**src/rtl/sap1_pkg.sv**
```systemverilog
// Shared SAP-1 definitions: arbiter state encoding, RAM geometry defaults, T-state count.
// Latency: none (types and constants only).
// Backpressure: n/a.
package sap1_pkg;

    typedef enum logic [1:0] {
        S_CPU   = 2'd0,
        S_DRAIN = 2'd1,
        S_LD    = 2'd2,
        S_RET   = 2'd3
    } arb_state_t;

    localparam int SAP_AW   = 4;
    localparam int SAP_DW   = 8;
    // One instruction is T0..T6.
    localparam int T_STATES = 7;

endpackage

```
**src/rtl/arbitro_ram.sv**
```systemverilog
// Shares the single SAP-1 program/data RAM port between the control unit and a program loader.
// Latency: loader access is performed in the cycle ld_req is seen in S_LD; ld_ack/ld_rdata follow one cycle later.
// Backpressure: loader waits (ld_req held) until an instruction boundary; CPU is frozen via cpu_stall only at T0.
module arbitro_ram
    import sap1_pkg::*;
#(
    parameter int AW        = SAP_AW,
    parameter int DW        = SAP_DW,
    parameter int MAX_BURST = 16,
    parameter int GUARD     = T_STATES
) (
    input  logic          CLK,
    input  logic          CLR,
    input  logic          cpu_req,
    input  logic [AW-1:0] cpu_addr,
    input  logic          cpu_boundary,
    output logic          cpu_stall,
    output logic          cpu_gnt,
    input  logic          ld_req,
    input  logic          ld_we,
    input  logic [AW-1:0] ld_addr,
    input  logic [DW-1:0] ld_wdata,
    output logic          ld_ack,
    output logic [DW-1:0] ld_rdata,
    output logic          ram_ce,
    output logic          ram_we,
    output logic [AW-1:0] ram_addr,
    output logic [DW-1:0] ram_wdata,
    input  logic [DW-1:0] ram_rdata,
    output logic          ld_busy
);

    localparam int BW = $clog2(MAX_BURST) + 1;
    localparam int GW = $clog2(GUARD + 1);

    localparam logic [BW-1:0] BURST_LAST = BW'(MAX_BURST - 1);
    localparam logic [GW-1:0] GUARD_LOAD = GW'(GUARD);

    arb_state_t    state;
    logic [BW-1:0] burst_cnt;
    logic [GW-1:0] guard_cnt;
    logic          cap_exit;   // current burst ended on the cap, so arm the guard window
    logic          ld_access;  // loader performs a RAM access this cycle
    logic          grant_now;  // loader is being granted at this T0

    // Port ownership, same-cycle stall on grant, and the RAM mux. Reset suppresses any
    // grant or loader access so a held ld_req can neither stall the CPU nor write RAM.
    always_comb begin
        ld_busy   = (state == S_LD) || (state == S_RET);
        cpu_gnt   = !ld_busy;
        ld_access = (state == S_LD) && ld_req && !CLR;
        grant_now = ld_req && !CLR && cpu_boundary &&
                    (((state == S_CPU) && (guard_cnt == '0)) || (state == S_DRAIN));
        cpu_stall = ld_busy || grant_now;
        ram_addr  = cpu_gnt ? cpu_addr : ld_addr;
        ram_ce    = cpu_gnt ? cpu_req : ld_access;
        ram_we    = ld_access && ld_we;
        ram_wdata = (state == S_LD) ? ld_wdata : '0;
    end

    // Arbitration FSM, burst/guard counters and the registered loader response.
    always_ff @(posedge CLK) begin
        if (CLR) begin
            state     <= S_CPU;
            burst_cnt <= '0;
            guard_cnt <= '0;
            cap_exit  <= 1'b0;
            ld_ack    <= 1'b0;
            ld_rdata  <= '0;
        end else begin
            ld_ack <= ld_access;
            if (ld_access && !ld_we) begin
                ld_rdata <= ram_rdata;
            end

            case (state)
                S_CPU: begin
                    if (guard_cnt != '0) begin
                        guard_cnt <= guard_cnt - GW'(1);
                    end
                    if (ld_req && (guard_cnt == '0)) begin
                        state <= cpu_boundary ? S_LD : S_DRAIN;
                    end
                end
                S_DRAIN: begin
                    // Let the CPU finish its instruction; abandon if the loader gives up.
                    if (!ld_req) begin
                        state <= S_CPU;
                    end else if (cpu_boundary) begin
                        state <= S_LD;
                    end
                end
                S_LD: begin
                    if (ld_access) begin
                        burst_cnt <= burst_cnt + BW'(1);
                    end
                    if (!ld_req) begin
                        state    <= S_RET;
                        cap_exit <= 1'b0;
                    end else if (burst_cnt == BURST_LAST) begin
                        state    <= S_RET;
                        cap_exit <= 1'b1;
                    end
                end
                S_RET: begin
                    // Turnaround: last ack goes out here, port returns to the CPU.
                    state     <= S_CPU;
                    burst_cnt <= '0;
                    guard_cnt <= cap_exit ? GUARD_LOAD : '0;
                    cap_exit  <= 1'b0;
                end
                default: state <= S_CPU;
            endcase
        end
    end

endmodule

```
**config.mk**
```make
export PLATFORM = sky130hd
export DESIGN_NAME = arbitro_ram
export DESIGN_NICKNAME = d
export VERILOG_FILES = /design/src/rtl/sap1_pkg.sv /design/src/rtl/arbitro_ram.sv
export SDC_FILE = /design/constraint.sdc
export NUM_CORES = 1
export LEC_CHECK = 0
export BUFFER_PORTS_ARGS = -buffer_cell sky130_fd_sc_hd__buf_2
export CAP_MARGIN = 20
export CORE_MARGIN = 8
export CORE_UTILIZATION = 35
export DETAILED_ROUTE_END_ITERATION = 12
export PLACE_DENSITY_LB_ADDON = 0.25
export SLEW_MARGIN = 15
export SYNTH_ARGS = -nofsm -noshare
export SYNTH_HDL_FRONTEND = slang
export SYNTH_SLANG_ARGS = --single-unit
```
**constraint.sdc**
```tcl
create_clock -name CLK -period 1.7 [get_ports CLK]
set_input_delay 0.085 -clock CLK [delete_from_list [all_inputs] [get_ports CLK]]
set_output_delay 0.085 -clock CLK [all_outputs]
set_load 0.02 [all_outputs]
```
Yosys cells after proc, flatten, opt, wreduce, memory -nomap -nowiden

Cells that the tools add are included.

Flip-flop bits (word level): 20
Input port bits: 30
Output and inout port bits: 26
Logic and storage cells: 59

Add/subtract/negate cells: 2
Equal/unequal tests: 9
Mux-type cells: 18
Reduce and logical (&&, ||, !) cells: 24

Operators by type and width:

| operator                                               | count |
|---|---|
| 2-to-1 mux 2 bit                                       | 6 |
| one-hot mux 5 bit (2 select lines)                     | 1 |
| logical AND 1 bit                                      | 9 |
| 2-to-1 mux 8 bit                                       | 1 |
| one-hot mux 2 bit (4 select lines)                     | 1 |
| 2-to-1 mux 3 bit                                       | 2 |
| one-hot mux 3 bit (2 select lines)                     | 1 |
| AND reduction 2 bit                                    | 3 |
| adder 5 x 1 -> 5 bit (second input constant)           | 1 |
| == test 5 x 4 -> 1 bit (second input constant)         | 1 |
| 2-to-1 mux 5 bit                                       | 1 |
| == test 2 bit (second input constant)                  | 2 |
| 2-to-1 mux 4 bit                                       | 1 |
| inequality test 2 x 1 -> 1 bit (second input constant) | 2 |
| nonzero test 2 bit                                     | 2 |
| zero test 1 bit                                        | 3 |
| zero test 3 bit                                        | 1 |
| logical OR 1 bit                                       | 3 |
| 2-to-1 mux 1 bit                                       | 3 |
| inequality test 3 x 2 -> 1 bit (second input constant) | 1 |
| inequality test 3 bit (second input constant)          | 1 |
| AND reduction 3 bit                                    | 1 |
| nonzero test 3 bit                                     | 1 |
| subtractor 3 x 1 -> 3 bit (second input constant)      | 1 |
| 4 further kinds                                        | 4 |

Depth between registers and ports, before layout

Gate-level depths: netlist of the first run.

Depth after elaboration: 5
Depth in mapped cells: 6
Depth with buffers taken out: 6

Least setup slack after synthesis of the first run

No wires, ideal clock.

Path kind: reg-to-reg
Start: reg guard_cnt[0]
End: reg guard_cnt[1]
Data arrival time: 1,369 ps
Slack: 262 ps
Stages on the path, launching flop included: 7
Buffers on the path: 0
Clock period less this slack: 1,438 ps
Cell sequence: dfxtp_1 inv_1 ha_1 nor2b_1 nor3_1 mux2_1 o21ai_1

Word-level cells in the longest chain between the ends: 3
Elaborated cells between the ends (all ways): 6
Classes of those cells: add/sub: 1; eq/ne: 1; mux: 2; reduce/logical: 2

Ends and longest elaborated chain:

| item                                                                      | RTL line                             | RTL |
|---|---|---|
| from (decl)                                                               | arbitro_ram.sv:41                    | `logic [GW-1:0] guard_cnt;` |
| from (signal assigned)                                                    | arbitro_ram.sv:79                    | `guard_cnt <= guard_cnt - GW'(1);` |
| from (signal assigned)                                                    | arbitro_ram.sv:109                   | `guard_cnt <= cap_exit ? GUARD_LOAD : '0;` |
| subtractor 3 x 1 -> 3 bit or nonzero test 3 bit (tied branches)           | arbitro_ram.sv:79, arbitro_ram.sv:78 |  |
| 2-to-1 mux 3 bit or inequality test 2 x 1 -> 1 bit (tied branches)        | -                                    |  |
| one-hot mux 3 bit (2 select lines) or AND reduction 2 bit (tied branches) | -                                    |  |

Several ways; a longest one is shown, not always the timed one. The select of a mux whose other input is x is not followed.
A chain may end at the register's enable or synchronous reset.

Worst setup path after layout of the first run

Start: reg guard_cnt[0]
End: out cpu_stall

Word-level cells in the longest chain between the ends: 5

Ends and longest elaborated chain:

| item              | RTL line          | RTL |
|---|---|---|
| zero test 3 bit   | arbitro_ram.sv:53 | `(((state == S_CPU) && (guard_cnt == '0)) \|\| (state == S_DRAIN));` |
| logical AND 1 bit | arbitro_ram.sv:53 |  |
| logical OR 1 bit  | arbitro_ram.sv:53 |  |
| logical AND 1 bit | arbitro_ram.sv:52 | `grant_now = ld_req && !CLR && cpu_boundary &&` |
| logical OR 1 bit  | arbitro_ram.sv:54 | `cpu_stall = ld_busy \|\| grant_now;` |
| to (decl)         | arbitro_ram.sv:17 | `output logic cpu_stall,` |

Every way passes these cells.

==> flow_summary.toml, run 1 <==
[floorplan]
die_w_um = 72.4
die_h_um = 72.4
die_area_um2 = 5250
num_rows = 20
start_util_pct = 36.5
io_pins = 56
core-area_um2 = 3050

[setup_path]
worst_setup_path_end_kind = "output pin"
cp.required_ns = 1.62
crit_path_max_fanout = 3
r2r_cells = 6
start_kind = "flip-flop"
worstSetupPathType = "flip-flop to output pin"
arrival_ns = 1.56

[job]
max-cap-violations = 0

[power_and_ir_drop]
power_density_nw_per_um2 = 1020
ir_worst_vdd_mv = 0.527
power.leakage_nw = 0.733

[worst_hold_path]
holdPathStages = 2
hold_class = "input pin to flip-flop"

[yosys]
ys_seq_area_share_pct = 35.9
yosysUniqueCellTypes = 37
synth_edf_count = 0
synth_cells = 112
synthSimpleGateAreaFrac_pct = 24.5
synth_xor_area_share_pct = 3.14
async_reset_ff_share_pct = 0
synth_top_family_by_area = "simple AND/OR/NAND/NOR gates"
yosysWarnings = 0
synthMuxAreaShare_pct = 15.8
synth_seq_cells = 20
synth_flop_cell = "dfxtp_1"
synth_compound_area_share_pct = 10.1
synth-adder-area-share_pct = 4.49
synthesis.area_um2 = 1110
syn-num-nets = 146
syn_area_per_cell_um2 = 9.95

[sta]
tightest_slew_ns = 0.332
fin_setup_tns_ns = 0
fmax_mhz = 607
setup_viol_count_final = 0
finalHoldViolations = 0
worst_clock_skew_ns = 0.00939
post-route-period-util_pct = 96.9
maxSlewViolCount = 0
slew_headroom_pct = 77.7
finalCriticalPeriod_ns = 1.65

[cells_and_area]
nets = 204
synthToLayoutAreaGrowth_pct = 35.0
fill_cells = 310
layout_common_cells = "buf_2, dfxtp_1, and2_1, mux2_4, and2b_4"
insertedDiodeCount = 0
fin_cells = 212
drive_gt1_share_pct = 51.8
layout_commonest_cell = "buf_2"

[clock_network]
cts_made_buffers = 3
cts_tree = "done"
cts_sinks = 20
clockBufferDepth = 2
clk_pin_slew_ns = 0.12
htree_levels = 1
cts_root_buf = "clkbuf_4"
clock_latency_ns = 0.30

[detailed_routing]
routedWlPerCell_um = 13.1
ant_nets = 0
routed_wl_um = 2780
drc = 0
drtIter0Drc = 21
routed_via_density = 4.58
drt_pre_antenna_iters = 4
vias = 971

[global_route]
grt-ovfl-total = 0
antenna_found_initial = 0
grt_pass1_wl_um = 4570
grt_start_max_net_pins = 21
grt_usage_pct = 10.7
grt_pass1_vias = 1034

[placement]
dp_cells = 206
dp_hpwl_um = 2180
place.gp.congestion = 0.720
portBuffers = 55

[status]
status = "finished, final reports clean"
==> metal layers <==
metal  share of wire (%)  vias up  global-route usage (%)
li1                    -      491                       -
met1                  43      445                    11.9
met2                  49       35                    19.0
met3                 7.8        0                    3.31
met4                   0        0                    2.89
met5                   0        -                       0
==> flip-flops by register name (all words and copies together), names as in the netlist <==
| register | cells |
|---|---|
| guard_cnt | 3 |
| ld_rdata | 8 |
| ld_ack | 1 |
| burst_cnt | 5 |
| cap_exit | 1 |
| state | 2 |
==> metrics by stage <==
stage	setup slack [ns]	power, W	hold WS [ns]	area [um^2]	utilization (%)
final	0.0525	0.00154	0.00986	1510	49.3
after global routing	-0.00330	0.00165	0.00354	1510	49.3
after CTS	0.00975	0.00151	0.00182	1480	48.6
after detailed placement	0.140	0.00119	0.318	1420	46.6
after global placement	0.214	0.00116	0.311	1420	46.6
after floorplan	0.262	0.00102	0.228	1110	-
==> final cells by class <==
cell class	instances	area [um^2]	area share [%]
Sequential cell	20	402	26.7
Tap cell	44	55.1	3.66
Timing Repair Buffer	61	329	21.9
Inverter	6	22.5	1.50
Multi-Input combinational cell	78	674	44.8
Clock buffer	3	22.5	1.50
==> worst max-delay path, cell delays in order (launching register included) <==
cell and delay (ns):
dfxtp_2 0.35, inv_2 0.05, ha_4 0.15, nor2b_4 0.12
or2_1 0.22, a41o_1 0.24, buf_6 0.13
==> kinds of logic after synthesis <==
logic type	Yosys count
mux	13
flops	20
buf+inv	14
simple gates	39
fa+ha+maj	4
xor+xnor	4
compound gates	18
==> cell usage after synthesis, types with 2 or more instances <==
cell type	count	area, um^2
nor2_1	5	18.8
ha_1	4	50.1
a21oi_1	4	20.0
mux2_4	8	120
and2b_4	6	60.1
o21ai_1	5	25.0
inv_1	5	18.8
mux2_1	5	56.3
xnor2_1	2	17.5
and2_1	9	56.3
nor2b_1	5	31.3
nand2_1	3	11.3
buf_2	6	30.0
dfxtp_1	20	400
xor2_1	2	17.5
a21o_1	2	15.0
==> power breakdown <==
part	leakage [nW]	switching, W	internal, W
logic	0.556	0.000379	0.000374
clock network	0.0138	0.000142	0.0000824
registers	0.163	0.0000359	0.000527
total	0.733	0.000557	0.000984
==> repair_timing <==
| item | 4_1_cts | 5_1_grt |
|---|---|---|
| buffers inserted | 2 | 0 |
| gates resized for setup | 7 | 4 |
| hold buffers | 0 | 1 |
| endpoints found under the setup margin | 9 | 1 |
| endpoints found under the hold margin | 0 | 1 |
| pin swaps | 2 | 2 |
==> path summary, 6_finish.rpt <==
kind | slack [ns] | from | endpoint
setup reg to reg | 0.17 | burst_cnt[0] | burst_cnt[4]
hold / removal | 0.01 | ram_rdata[3] | ld_rdata[3]
setup / recovery | 0.05 | guard_cnt[0] | cpu_stall
hold reg to reg | 0.52 | burst_cnt[3] | burst_cnt[3]
(Power assumes the default switching activity.)
==> run 2: changes to the inputs <==
- CAP_MARGIN: 20 -> not set
- CORE_UTILIZATION: 35 -> 40
- SETUP_SLACK_MARGIN: not set -> 0.4
==> run 2 against run 1 <==
  * Utilization is 22 points higher
  * Die area shrank 9.8%
  * Critical path depth unchanged
  * Clock-buffer cell count unchanged
  * Non-clock buffer count rose by 15
  * Worst hold slack better by 0.0059 ns
  * Cell count increased by 1.4%
  * Worst setup slack lost 0.015 ns
  * Critical endpoint unchanged
  * Largest cell class unchanged
==> flow_summary.toml, run 2 (synthesis gave the netlist of run 1 again) <==
[worst_hold_path]
hold_class = "input pin to flip-flop"

[power_and_ir_drop]
clock_power_share_pct = 9.8
power.switching_w = 0.000713
combPwrFrac_pct = 63.4
sw_frac_of_total_pct = 33.1
ir_worst_vdd_mv = 1.17
finalPower_w = 0.00216
intPower_w = 0.00144
power_density_nw_per_um2 = 1110
power.leakage_nw = 0.907
share_seq_of_total_power_pct = 26.8

[global_route]
grt_pass1_vias = 1152
grt_start_max_net_pins = 17
grt-ovfl-total = 0
grt_pass1_wl_um = 5080
antenna_found_initial = 0
grt_usage_pct = 13.8

[clock_network]
htree_levels = 1
clk_pin_slew_ns = 0.10
cts_tree = "done"
cts_sinks = 20
clockBufferDepth = 2
clock_latency_ns = 0.29
cts_root_buf = "clkbuf_4"
cts_made_buffers = 3

[cells_and_area]
nets = 220
layout_common_cells = "buf_2, buf_6, dfxtp_1, mux2_4, buf_4"
insertedDiodeCount = 0
reg_top3 = "ld_rdata x8, burst_cnt x5, guard_cnt x3"
largest_register_ffs = 8
layout_commonest_cell = "buf_2"
synthToLayoutAreaGrowth_pct = 74.1
drive_gt1_share_pct = 72.3
regMostFlops = "ld_rdata"

[floorplan]
die_h_um = 68.8
io_pins = 56
core-area_um2 = 2710
num_rows = 19
die_area_um2 = 4730
die_w_um = 68.8
start_util_pct = 41.1

[setup_path]
worst_setup_path_end_kind = "output pin"
worstSetupPathType = "flip-flop to output pin"
start_kind = "flip-flop"
crit_path_max_fanout = 2
cp.required_ns = 1.62
arrival_ns = 1.58

[job]
max-cap-violations = 0

[placement]
place.gp.congestion = 0.736
portBuffers = 55
dp_hpwl_um = 2160

[sta]
finalCriticalPeriod_ns = 1.66
tightest_slew_ns = 0.283
rsz0062_at_grt = "yes"
worst_clock_skew_ns = 0.00489
post-route-period-util_pct = 97.8
slew_headroom_pct = 81.1
fin_setup_tns_ns = 0
finalHoldViolations = 0
fmax_mhz = 602
setup_viol_count_final = 0
maxSlewViolCount = 0

[detailed_routing]
vias = 1076
routed_via_density = 5.00
drtIter0Drc = 11
routedWlPerCell_um = 16.0
drc = 0
ant_nets = 0
drt_pre_antenna_iters = 4
routed_wl_um = 3430

[status]
status = "finished, final reports clean"
run 2: critical path: stages (launching register included):
cell and delay [ns]:
dfxtp_2 0.35, inv_2 0.05, ha_4 0.14, nor2b_4 0.12, or2_4 0.25, a41o_1 0.24
buf_6 0.14
run 2: layout make-up:
cell class / count / area (um^2)
Tap cell: 31 / 38.8
Multi-Input combinational cell: 79 / 830
Inverter: 6 / 22.5
Timing Repair Buffer: 76 / 618
Sequential cell: 20 / 409
Clock buffer: 3 / 22.5
Fill cell: 187 / 769
run 2: per-layer routing:
metal,part of all wire (%),track usage [%]
met1,37,14.5
met2,55,26.5
met3,6.7,2.58
met4,1.2,4.76
met5,0,0
run 2: worst paths after layout:
kind                 from      endpoint  slack (ns)  cells after the start
max          guard_cnt[0]     cpu_stall        0.04                      6
min          ram_rdata[7]   ld_rdata[7]        0.02                      2
max reg2reg  guard_cnt[0]  guard_cnt[1]        0.09                      8
min reg2reg  burst_cnt[3]  burst_cnt[3]        0.54                      2
run 2: stage by stage:
stage | instances | util [%] | area, um^2 | worst slack (ns) | hold WS (ns)
after detailed placement | 193 | 53.0 | 1440 | 0.235 | 0.316
after CTS | 213 | 68.1 | 1850 | 0.0727 | 0.00795
after global placement | 193 | 53.0 | 1440 | 0.284 | 0.311
final | 215 | 71.6 | 1940 | 0.0376 | 0.0157
after floorplan | 112 | - | 1140 | 0.367 | 0.228
after global routing | 215 | 71.6 | 1940 | -0.0219 | 0.00740
run 2: power groups by stage:
stage	Clock (W)	Sequential (W)	Combinational, W
floorplan	0	0.000583	0.000506
global placement	0	0.000574	0.000657
detailed placement	0	0.000577	0.000678
CTS	0.000218	0.000576	0.00108
global route	0.000236	0.000587	0.00146
finish	0.000211	0.000577	0.00137
run 2: timing repair:
item                                    4_1_cts  5_1_grt
pin swaps                                    14        8
gates resized for setup                      59       17
hold buffers                                  0        0
endpoints found under the setup margin       28       31
buffers inserted                             14        2
cloned                                        3        0
==> run 3: changes to the inputs <==
- CORE_UTILIZATION: 40 -> 45
==> run 3 against run 2 <==
  * Clock-buffer cell count did not move
  * Sequential cell count unchanged
  * Worst setup slack about the same
  * Sequential power about the same
  * Cell count is 2.8% higher
  * Clock power is 85% higher
  * Power is 5.3% higher
  * Sequential share of layout area is 0.82 points lower
  * Combinational power shrank 5%
  * Clock skew hardly changed
  * Utilization increased by 12 points
  * Largest power group unchanged
  * Critical path type unchanged
==> flow_summary.toml, run 3 (synthesis gave the netlist of run 1 again) <==
[status]
status = "finished, final reports clean"

[floorplan]
die_w_um = 65.8
die_area_um2 = 4330
num_rows = 18
start_util_pct = 46.3
core-area_um2 = 2410
io_pins = 56
die_h_um = 65.8

[cells_and_area]
reg_top3 = "ld_rdata x8, burst_cnt x5, guard_cnt x3"
nets = 226
insertedDiodeCount = 0
synthToLayoutAreaGrowth_pct = 81.7
layout_common_cells = "buf_2, buf_6, dfxtp_1, mux2_4, buf_4"
fin_cells = 221
drive_gt1_share_pct = 70.7
largest_register_ffs = 8
stdcell_area_um2 = 2030
regMostFlops = "ld_rdata"
layout_commonest_cell = "buf_2"
fill_cells = 140
postLayoutCoreUtil_pct = 84.1

[setup_path]
worst_setup_path_end_kind = "output pin"
start_kind = "flip-flop"
cp.required_ns = 1.62
arrival_ns = 1.58
r2r_cells = 8
reg2reg_from = "guard_cnt[0]"
crit_path_max_fanout = 2
cp_cell_sequence = "inv_2 > ha_4 > nor2b_4 > or2_1 > a41o_1 > buf_6"
reg2reg_to = "guard_cnt[1]"
max_stage_delay_ns = 0.36
worstSetupPathType = "flip-flop to output pin"
rrSetupSlack_ns = 0.12
critPathSlowestCell = "dfxtp_2"

[job]
max-cap-violations = 0

[placement]
dp_cells = 192
detailed_place.area_um2 = 1430
portBuffers = 55
dp_slack_ns = 0.152
dp_hpwl_um = 2210
place.gp.congestion = 0.746

[worst_hold_path]
min_to = "state[1]"
holdPathStages = 3
hold_class = "input pin to flip-flop"
hold_start = "cpu_boundary"

[detailed_routing]
drtIter0Drc = 36
routed_wl_um = 3930
drt_pre_antenna_iters = 4
routed_via_density = 5.22
drc = 0
vias = 1153
ant_nets = 0
routedWlPerCell_um = 17.8

[power_and_ir_drop]
power_density_nw_per_um2 = 1120
ir_worst_vdd_mv = 0.928
power.leakage_nw = 0.946

[global_route]
grt_pass1_vias = 1233
grt_pass1_wl_um = 5910
grt_usage_pct = 17.4
grt-ovfl-total = 0
antenna_found_initial = 0
grt_start_max_net_pins = 17

[clock_network]
clockBufferDepth = 2
cts_tree = "done"
cts_sinks = 20
cts_root_buf = "clkbuf_4"
htree_levels = 1
clk_pin_slew_ns = 0.12
cts_made_buffers = 3
clock_latency_ns = 0.31

[sta]
tightest_slew_ns = 0.266
finalCriticalPeriod_ns = 1.66
setup_viol_count_final = 0
setup_slack_ns = 0.0375
fin_setup_tns_ns = 0
worst_clock_skew_ns = 0.00537
finalHoldViolations = 0
slew_headroom_pct = 82.2
rsz0062_at_grt = "yes"
post-route-period-util_pct = 97.8
maxSlewViolCount = 0
fmax_mhz = 602
run 3: cell count changes in the layout (fill, tap and decap cells not counted), sizes merged:
cell	previous run	this run
bufinv	0	1
dlygate4sd3	0	8
buf	75	73
run 3: layout make-up:
class                           count  area, um^2  share of cell area [%]
Multi-Input combinational cell     79         822                    40.6
Timing Repair Buffer               82         676                    33.4
Sequential cell                    20         410                    20.3
Tap cell                           30        37.5                    1.85
Clock inverter                      1        30.0                    1.48
Inverter                            6        27.5                    1.36
Clock buffer                        3        22.5                    1.11
run 3: worst max-delay path by stage:
stage                     depth (start not counted)         start  slack (ns)           end
final                                             6  guard_cnt[0]        0.04     cpu_stall
after global placement                            5      state[1]        0.28  burst_cnt[0]
after detailed placement                          4      state[1]        0.15  ram_wdata[5]
after global routing                              6  guard_cnt[0]       -0.01     cpu_stall
after floorplan                                   6  guard_cnt[0]        0.37  guard_cnt[1]
after CTS                                         6  guard_cnt[0]        0.05     cpu_stall
run 3: metal layers:
| metal | vias to the layer above | share of wire [%] | global-route usage (%) |
|---|---|---|---|
| li1 | 541 | - | - |
| met4 | 0 | 1.5 | 7.36 |
| met1 | 564 | 37 | 18.6 |
| met3 | 6 | 5.0 | 2.88 |
| met5 | - | 0 | 0 |
| met2 | 42 | 56 | 32.4 |
run 3: critical path, delay by kind of cell, from the launching register on:
kind | cells | cell delay (ns)
DFF | 1 | 0.36
buffers and inverters | 2 | 0.18
and+or+nand+nor | 2 | 0.36
AOI/OAI and AO/OA | 1 | 0.24
adders and majority gates | 1 | 0.14
run 3: what timing repair did:
item                       CTS  global route
hold endpoints to repair     7             1
hold buffers                 7             1
setup endpoints to repair   29            32
cloned                       2             0
resized for setup           60            18
buffers inserted            10             5
pin swaps                   11            11
run 3: power by group:
group          switching [W]  leakage [nW]  internal, W  total [W]
combinational       0.000551         0.754     0.000752    0.00130
sequential         0.0000423         0.165     0.000533   0.000575
clock               0.000153        0.0279     0.000238   0.000391
total               0.000746         0.946      0.00152    0.00227
run 3: stage by stage:
step / hold WS [ns] / total power [W]
after global placement: 0.311 / 0.00123
after detailed placement: 0.314 / 0.00126
after CTS: 0.0106 / 0.00204
after floorplan: 0.228 / 0.00109
after global routing: 0.0979 / 0.00238
final: 0.0987 / 0.00227
